<file path="src/rtl/keypad_pkg.sv">
// rtl/keypad_pkg.sv - shared types, strobe codes and key map for the keypad scan controller
package keypad_pkg;

    typedef enum logic [1:0] {
        SCAN    = 2'd0,
        CONFIRM = 2'd1,
        HELD    = 2'd2
    } kp_state_e;

    localparam logic [3:0] KEY_STAR = 4'd10;
    localparam logic [3:0] KEY_HASH = 4'd11;

    localparam logic [2:0] COL0 = 3'b100;
    localparam logic [2:0] COL1 = 3'b010;
    localparam logic [2:0] COL2 = 3'b001;

    // Phone-style layout: rows 0-2 carry digits 1-9, row 3 carries '*', '0', '#'.
    function automatic logic [3:0] kp_map(input logic [1:0] col, input logic [1:0] row);
        logic [3:0] code;
        case ({col, row})
            4'b00_00: code = 4'd1;
            4'b00_01: code = 4'd4;
            4'b00_10: code = 4'd7;
            4'b00_11: code = KEY_STAR;
            4'b01_00: code = 4'd2;
            4'b01_01: code = 4'd5;
            4'b01_10: code = 4'd8;
            4'b01_11: code = 4'd0;
            4'b10_00: code = 4'd3;
            4'b10_01: code = 4'd6;
            4'b10_10: code = 4'd9;
            4'b10_11: code = KEY_HASH;
            default:  code = 4'd0;
        endcase
        return code;
    endfunction

    function automatic logic row_onehot(input logic [3:0] rows);
        logic ok;
        case (rows)
            4'b1000, 4'b0100, 4'b0010, 4'b0001: ok = 1'b1;
            default:                            ok = 1'b0;
        endcase
        return ok;
    endfunction

    function automatic logic [1:0] row_index(input logic [3:0] rows);
        logic [1:0] idx;
        case (rows)
            4'b1000: idx = 2'd0;
            4'b0100: idx = 2'd1;
            4'b0010: idx = 2'd2;
            default: idx = 2'd3;
        endcase
        return idx;
    endfunction

    function automatic logic [1:0] col_index(input logic [2:0] strobe);
        logic [1:0] idx;
        case (strobe)
            COL1:    idx = 2'd1;
            COL2:    idx = 2'd2;
            default: idx = 2'd0;
        endcase
        return idx;
    endfunction

    // Any corrupted strobe value recovers to column 0.
    function automatic logic [2:0] next_strobe(input logic [2:0] strobe);
        logic [2:0] nxt;
        case (strobe)
            COL0:    nxt = COL1;
            COL1:    nxt = COL2;
            default: nxt = COL0;
        endcase
        return nxt;
    endfunction

endpackage

</file>
<file path="src/rtl/scan_tick_gen.sv">
// rtl/scan_tick_gen.sv - divides fin down to a one-cycle scan tick every SCAN_DIV cycles
module scan_tick_gen #(
    parameter int SCAN_DIV = 32768
) (
    input  logic fin,
    input  logic rst_n,
    output logic tick
);

    localparam int CW = (SCAN_DIV > 1) ? $clog2(SCAN_DIV) : 1;
    localparam logic [CW-1:0] LAST = CW'(SCAN_DIV - 1);

    logic [CW-1:0] count;

    assign tick = (count == LAST);

    always_ff @(posedge fin or negedge rst_n) begin
        if (!rst_n) begin
            count <= '0;
        end else if (tick) begin
            count <= '0;
        end else begin
            count <= count + CW'(1);
        end
    end

endmodule

</file>
<file path="src/rtl/keypad_scan_ctrl.sv">
// rtl/keypad_scan_ctrl.sv - 3x4 keypad scanner with debounce and a valid/ready keycode buffer
module keypad_scan_ctrl
    import keypad_pkg::*;
#(
    parameter int SCAN_DIV       = 32768,
    parameter int DEBOUNCE_SCANS = 3
) (
    input  logic       fin,
    input  logic       rst_n,
    input  logic [3:0] touch_key,
    output logic [2:0] scan_key,
    output logic [3:0] keycode,
    output logic       key_valid,
    input  logic       key_ready,
    output logic       key_held,
    output logic       overrun
);

    localparam int CW = $clog2(DEBOUNCE_SCANS + 1);
    localparam logic [CW-1:0] D_LAST = CW'(DEBOUNCE_SCANS - 1);

    logic            tick;
    kp_state_e       state, state_n;
    logic [2:0]      strobe_n;
    logic [1:0]      col_lat, col_n;
    logic [1:0]      row_lat, row_n;
    logic [CW-1:0]   cnt, cnt_n;
    logic [CW-1:0]   rel, rel_n;
    logic            accept;
    logic [3:0]      accept_code;
    logic            row_ok;
    logic [1:0]      cur_row;
    logic [1:0]      cur_col;

    scan_tick_gen #(
        .SCAN_DIV (SCAN_DIV)
    ) u_tick (
        .fin   (fin),
        .rst_n (rst_n),
        .tick  (tick)
    );

    assign row_ok  = row_onehot(touch_key);
    assign cur_row = row_index(touch_key);
    assign cur_col = col_index(scan_key);

    always_comb begin
        state_n     = state;
        strobe_n    = scan_key;
        col_n       = col_lat;
        row_n       = row_lat;
        cnt_n       = cnt;
        rel_n       = rel;
        accept      = 1'b0;
        accept_code = kp_map(col_lat, row_lat);

        if (tick) begin
            case (state)
                SCAN: begin
                    if (row_ok) begin
                        col_n = cur_col;
                        row_n = cur_row;
                        if (DEBOUNCE_SCANS == 1) begin
                            accept      = 1'b1;
                            accept_code = kp_map(cur_col, cur_row);
                            rel_n       = '0;
                            state_n     = HELD;
                        end else begin
                            cnt_n   = CW'(1);
                            state_n = CONFIRM;
                        end
                    end else begin
                        strobe_n = next_strobe(scan_key);
                    end
                end
                CONFIRM: begin
                    if (row_ok && (cur_row == row_lat)) begin
                        if (cnt == D_LAST) begin
                            accept  = 1'b1;
                            cnt_n   = '0;
                            rel_n   = '0;
                            state_n = HELD;
                        end else begin
                            cnt_n = cnt + CW'(1);
                        end
                    end else begin
                        cnt_n    = '0;
                        state_n  = SCAN;
                        strobe_n = next_strobe(scan_key);
                    end
                end
                HELD: begin
                    // Any row activity, even a multi-press, restarts the release count.
                    if (touch_key == 4'b0000) begin
                        if (rel == D_LAST) begin
                            rel_n    = '0;
                            state_n  = SCAN;
                            strobe_n = next_strobe(scan_key);
                        end else begin
                            rel_n = rel + CW'(1);
                        end
                    end else begin
                        rel_n = '0;
                    end
                end
                default: begin
                    state_n  = SCAN;
                    strobe_n = COL0;
                    cnt_n    = '0;
                    rel_n    = '0;
                end
            endcase
        end
    end

    always_ff @(posedge fin or negedge rst_n) begin
        if (!rst_n) begin
            state     <= SCAN;
            scan_key  <= COL0;
            col_lat   <= 2'd0;
            row_lat   <= 2'd0;
            cnt       <= '0;
            rel       <= '0;
            key_held  <= 1'b0;
            keycode   <= 4'd0;
            key_valid <= 1'b0;
            overrun   <= 1'b0;
        end else begin
            state    <= state_n;
            scan_key <= strobe_n;
            col_lat  <= col_n;
            row_lat  <= row_n;
            cnt      <= cnt_n;
            rel      <= rel_n;
            key_held <= (state_n == HELD);

            // A pending code is only replaced when it is consumed in the same cycle.
            if (accept && (!key_valid || key_ready)) begin
                keycode   <= accept_code;
                key_valid <= 1'b1;
            end else begin
                if (accept) begin
                    overrun <= 1'b1;
                end
                if (key_valid && key_ready) begin
                    key_valid <= 1'b0;
                end
            end
        end
    end

endmodule

</file>
<file path="config.mk">
export PLATFORM = sky130hd
export DESIGN_NAME = keypad_scan_ctrl
export DESIGN_NICKNAME = d
export VERILOG_FILES = /design/src/rtl/keypad_pkg.sv /design/src/rtl/scan_tick_gen.sv /design/src/rtl/keypad_scan_ctrl.sv
export SDC_FILE = /design/constraint.sdc
export NUM_CORES = 1
export LEC_CHECK = 0
export CELL_PAD_IN_SITES_DETAIL_PLACEMENT = 1
export CELL_PAD_IN_SITES_GLOBAL_PLACEMENT = 1
export CORE_MARGIN = 3
export CORE_UTILIZATION = 30
export CTS_BUF_LIST = sky130_fd_sc_hd__clkbuf_16
export CTS_CLUSTER_DIAMETER = 40
export DETAILED_ROUTE_END_ITERATION = 6
export PLACE_DENSITY = 0.61
export SYNTH_ARGS = -nofsm -noshare
export SYNTH_HDL_FRONTEND = slang
export SYNTH_SLANG_ARGS = --single-unit
export TNS_END_PERCENT = 5
</file>
<file path="constraint.sdc">
create_clock -name fin -period 4.2 [get_ports fin]
set_input_delay 0.84 -clock fin [delete_from_list [all_inputs] [get_ports fin]]
set_output_delay 0.84 -clock fin [all_outputs]
set_load 0.01 [all_outputs]
</file>
# After elaboration in Yosys (flattened, before gate mapping)

Memory sizes are Yosys's and may differ from the RTL's. A register that Yosys moved wholly into a read port is not among the register bits.
Index checks and enable logic that the tools add are counted.

Register bits: 31
Bits in read-only memories: 64
Input port bits: 7
Output and inout bits: 10
Memories kept: 1

Memory list:

| name            | depth | width | rd ports | clocked after memory_dff | write ports | RTL line         | text |
|---|---|---|---|---|---|---|---|
| (no name shown) | 16    | 4     | 1        | 1                        | 0           | keypad_pkg.sv:20 | `case ({col, row})` |

Add/sub/neg operators: 3
Equal/unequal tests: 21
Multiplexer cells: 32
Bitwise logic cells: 3
Reductions and logical operators: 15

Operator list:

| cell                    | count |
|---|---|
| $mux W2                 | 13 |
| $pmux W2 S3             | 4 |
| $add A15 B1 Y15 const B | 1 |
| $eq A15 B15 Y1 const B  | 1 |
| $mux W15                | 1 |
| $ne A2 B2 Y1 const B    | 7 |
| $mux W3                 | 4 |
| $pmux W3 S3             | 1 |
| $eq A2 B2 Y1 const B    | 4 |
| $mux W1                 | 7 |
| $pmux W3 S2             | 1 |
| $reduce_and A3 Y1       | 2 |
| $reduce_and A5 Y1       | 1 |
| $add A2 B1 Y2 const B   | 2 |
| $eq A4 B1 Y1 const B    | 1 |
| $eq A4 B2 Y1 const B    | 1 |
| $eq A4 B3 Y1 const B    | 1 |
| $eq A4 B4 Y1 const B    | 1 |
| $logic_not A4 Y1        | 1 |
| $pmux W2 S2             | 1 |
| $reduce_and A4 Y1       | 1 |
| $reduce_or A4 Y1        | 1 |
| $eq A3 B1 Y1 const B    | 1 |
| $eq A3 B2 Y1 const B    | 1 |
| other kinds (10)        | 15 |

# Logic depth before layout (Yosys ltp)

Depth in word-level cells: 10
Depth in mapped cells: 8

# Cells and area by module

Synthesis repeated with hierarchy kept, for this count alone.

Cells, all modules: 189
Area total of the unflattened synthesis: 1953.1 um^2

By module, submodules not included:

| module           | times used | cells an instance | area each (um^2) | seq. area each (um^2) |
|---|---|---|---|---|
| keypad_scan_ctrl | 1          | 127               | 1260.0           | 501.7 |
| scan_tick_gen    | 1          | 62                | 693.2            | 375.4 |

# Worst setup path before layout

Ideal clock, no wire load.

Path kind: input-to-reg
Start: input touch_key[3]
End: register row_lat[1]
Data arrival time: 2.277 ns
Data required time: 4.073 ns
Path slack: 1.796 ns
Cell stages on the path: 7
Path buffers: 2
Cells stage by stage: buf_4 > xnor2_1 > or3_4 > a211oi_2 > and2_1 > buf_4 > mux2_1

Longest elaborated chain between the ends: 4
Elaborated cells on any way between the ends: 8
Those cells by class: eq/ne (4); mux (2); reduce/logical (2)

RTL lines:

| element                                    | RTL line                           | text |
|---|---|---|
| start: declaration                         | keypad_scan_ctrl.sv:10             | `input logic [3:0] touch_key,` |
| $eq A4 B2 Y1, or another cell as far along | keypad_pkg.sv:40, keypad_pkg.sv:49 |  |
| $reduce_or A4 Y1                           | keypad_pkg.sv:40                   | `case (rows)` |
| $mux W1                                    | keypad_pkg.sv:40                   |  |
| $reduce_and A3 Y1 (no line)                | --                                 |  |
| end signal: assignment                     | keypad_scan_ctrl.sv:132            | `row_lat <= row_n;` |
| end: declaration                           | keypad_scan_ctrl.sv:26             | `logic [1:0] row_lat, row_n;` |

Parallel ways exist; a longest one is shown, timed or not.
A chain may end at the register's enable or synchronous reset.

# Worst setup path after layout

Start: input touch_key[3]
End: register scan_key[1]

Longest elaborated chain between the ends: 6
Elaborated cells on any way between the ends: 14
Those cells by class: eq/ne (8); mux (2); reduce/logical (4)

RTL lines:

| element                                         | RTL line                                 | text |
|---|---|---|
| $eq A4 B2 Y1, or another cell as far along      | keypad_pkg.sv:40, keypad_pkg.sv:49       |  |
| $pmux W2 S3 or $reduce_or A4 Y1 (tied branches) | keypad_pkg.sv:49, keypad_pkg.sv:40       |  |
| $eq A2 B2 Y1 or $mux W1 (tied branches)         | keypad_scan_ctrl.sv:77, keypad_pkg.sv:40 |  |
| $logic_and A1 B1 Y1                             | keypad_scan_ctrl.sv:77                   | `if (row_ok && (cur_row == row_lat)) begin` |
| $ne A2 B2 Y1 (no line)                          | --                                       |  |
| $reduce_and A5 Y1 (no line) (*)                 | --                                       |  |
| end signal: assignment                          | keypad_scan_ctrl.sv:130                  | `scan_key <= strobe_n;` |
| end: declaration                                | keypad_scan_ctrl.sv:11                   | `output logic [2:0] scan_key,` |

Mark *: on every way between the ends. The rest lies on a longest branch, timed or not.

==> flow_summary_export.csv <==
group,metric,value,unit
logic_synthesis,synth_top_area_frac,0.425,
sta,setup_viol,0,
die,die_area,7690,um^2
logic_synthesis,synth_cells,191,
route,vias_per_cell,4.96,
cts,clk_path_buf_depth,2,
route,ant_nets,0,
logic_synthesis,ys.flop_type,"dfrtp_1",
sta,worst_pin_slew,0.440,ns
logic_synthesis,ys_types,51,
cts,ctsResizeCount,0,
critical_path,cp.required,4.35,ns
logic_synthesis,synth_area_leaders,"dfrtp_1, xnor2_1, mux2_1",
sta,rsz0062_at_grt,"no",
critical_path,slowest_stage,"clkdlybuf4s50_1",
cells_and_area,diodes,0,
logic_synthesis,synth_edf_count,0,
cts,cts_tree,"built",
global_routing,grt_start_max_net_pins,36,
global_routing,grt_pass1_wl,6770,um
logic_synthesis,ys_async_sr_fraction,1.00,
logic_synthesis,synthesis.nets,203,
cells_and_area,syn_to_final_growth,16.7,%
sta,max_freq,365,MHz
sta,relSlewSlack,0.704,
placement,hpwl,2760,um
pwr,p_leak,1.08,nW
pwr,powerDensity,300,nW/um^2
route,drc,0,
placement,place_congestion,0.727,
worst_hold_path,min_path_type,"reg -> reg",
critical_path,max_stage_delay,0.65,ns
critical_path,end_kind,"register",
cells_and_area,final_core_util,0.364,
pwr,vdd_drop_max,0.191,mV
sta,fin_crit_sh,0.653,
cts,post_cts_buffers,0,
logic_synthesis,ys_seq_area_frac,0.438,
global_routing,grt_pass1_vias,1441,
cts,clk_latency,0.27,ns
critical_path,setup.worst_path.start_class,"primary input",
cells_and_area,layout-drive-gt1-share,0.107,
die,die_y,87.7,um
logic_synthesis,syn_area,2000,um^2
sta,hold_viol_final,0,
cts,cts_root_buf,"clkbuf_16",
logic_synthesis,synth-warning-count,0,
critical_path,path_cells,"clkdlybuf4s50_1, and3b_1, o21ai_1, a21oi_2, nor4b_2, mux2_1",
global_routing,grt_overflow_total,0,
sta,period_needed,2.74,ns
placement,io_buffers,16,
outcome,status,"finished clean",
route,dr.pass1.iters,4,
route,drtIter0Drc,38,
cts,cts_buffers,5,
critical_path,critPathArrivalTime,2.89,ns
die,rows,29,
route,drt_wl_total,3730,um
die,io-pin-count,17,
sta,tns,0,ns
cts,clock-sinks,35,
cts,cts.clk_slew.worst_paths,0.05,ns
cts,cts.htree.levels,2,
sta,setup_slack,1.46,ns
cells_and_area,nets,217,
route,vias,1405,
global_routing,grt_usage,0.110,
sta,clock_skew,0.00373,ns
logic_synthesis,synth.avg_cell_area,10.5,um^2
die,dieWidth,87.7,um
logic_synthesis,ys_ff_latch,35,
die,core,6420,um^2
route,post_drt_wl_per_cell,13.2,um
die,start_util,0.312,
placement,post-place-ws,1.17,ns
cells_and_area,n_fill_cell,727,
global_routing,antenna_found_initial,0,
flow_run,drv_cap,0,
critical_path,crit_path_max_fanout,9,
critical_path,critPathKind,"in -> reg",
logic_synthesis,synth_area_leader_cell,"dfrtp_1",
sta,slew_viol_final,0,
cts,cts_hold_buf,0,
==> power by group <==
| part | internal (mW) | leakage (nW) | total (mW) | switching, mW |
|---|---|---|---|---|
| clock network | 0.213 | 0.0701 | 0.338 | 0.125 |
| logic | 0.0107 | 0.551 | 0.0258 | 0.0151 |
| registers | 0.338 | 0.455 | 0.338 | 0 |
| total | 0.561 | 1.08 | 0.701 | 0.140 |
==> logic make-up after synthesis <==
| kind of cell | after synthesis | synth area share |
|---|---|---|
| compound gates | 26 | 0.0857 |
| fa+ha+maj | 5 | 0.0313 |
| simple gates | 79 | 0.246 |
| buf+inv | 16 | 0.0444 |
| flops | 35 | 0.438 |
| mux | 14 | 0.0838 |
| xor+xnor | 16 | 0.0700 |
==> routing by layer <==
layer | vias up | part of all wire | global-route usage
met5 | - | 0 | 0
met3 | 4 | 0.022 | 0.0226
met1 | 690 | 0.53 | 0.156
li1 | 693 | - | -
met4 | 0 | 0.013 | 0.0335
met2 | 18 | 0.44 | 0.166
==> per-stage QoR <==
| step | hold slack (ns) | cell area [um^2] | total power, mW | cells |
|---|---|---|---|---|
| 2_1_floorplan | 0.433 | 2000 | 0.357 | 191 |
| 3_3_place_gp | 0.456 | 2200 | 0.370 | 275 |
| 3_5_place_dp | 0.467 | 2200 | 0.370 | 275 |
| 4_1_cts | 0.479 | 2330 | 0.715 | 283 |
| 5_1_grt | 0.505 | 2330 | 0.730 | 283 |
| 6_report | 0.470 | 2330 | 0.701 | 283 |
==> flip-flops by register name, indices dropped and copies added, names as in the netlist <==
register,flops
cnt,2
col_lat,2
key_held,1
key_valid,1
keycode,4
overrun,1
rel,2
row_lat,2
scan_key,3
state,2
u_tick.count,15
==> cells in the mapped netlist, drive strengths merged (2+ instances only) <==
| cell type | n |
|---|---|
| a21o | 2 |
| a21oi | 8 |
| and3 | 2 |
| and3b | 3 |
| buf | 7 |
| clkbuf | 3 |
| dfrtp | 34 |
| ha | 5 |
| inv | 6 |
| mux2 | 10 |
| mux2i | 4 |
| nand2 | 14 |
| nand2b | 4 |
| nand3 | 11 |
| nand4 | 3 |
| nor2 | 16 |
| nor2b | 3 |
| nor3 | 7 |
| nor3b | 4 |
| nor4 | 3 |
| nor4b | 2 |
| o21ai | 8 |
| or3 | 2 |
| xnor2 | 9 |
| xor2 | 7 |
==> cell usage in the layout (no fill, tap or decap), types with 2 or more instances in the layout <==
master,netlist,routed
mux2_4,4,4
clkinv_1,0,2
nand3_1,10,10
o21ai_1,3,3
and3_1,2,2
a21oi_1,7,7
xnor2_1,9,9
nor3b_1,4,4
ha_1,5,5
nor4_1,2,2
a21o_1,2,2
and3b_1,3,3
mux2i_1,4,4
clkbuf_16,0,5
nor2b_1,3,3
nor2_1,15,15
inv_1,6,7
clkdlybuf4s50_1,0,16
xor2_1,7,7
o21ai_0,5,5
dfrtp_1,34,34
nand2_1,14,14
nand2b_1,4,4
mux2_1,6,6
nor3_1,7,7
==> worst max-delay path: cells and delay by family <==
family	cells	cell delay (ns)
mux	1	0.37
compound gates	2	0.36
buf+inv	1	0.65
simple gates	2	0.67
==> layout make-up <==
class	instances	area, um^2	share of cell area
multi-input combinational	140	1030	0.443
sequential	35	877	0.376
tap	77	96.3	0.0413
timing repair buffer	17	168	0.0718
clock buffer	5	125	0.0536
inverter	6	22.5	0.00965
clock inverter	3	11.3	0.00482
==> final timing paths <==
path / from / endpoint / slack, ns / depth (start not counted)
setup / recovery: touch_key[3] / scan_key[1] / 1.46 / 6
hold / removal: u_tick.count[0] / u_tick.count[0] / 0.47 / 1
setup reg to reg: u_tick.count[0] / keycode[3] / 2.11 / 6
hold reg to reg: u_tick.count[0] / u_tick.count[0] / 0.47 / 1
max in group asynchronous: rst_n / scan_key[2] / 2.86 / 2
min in group asynchronous: rst_n / keycode[1] / 0.99 / 2
Note: power is estimated with default switching activity, not from simulation.
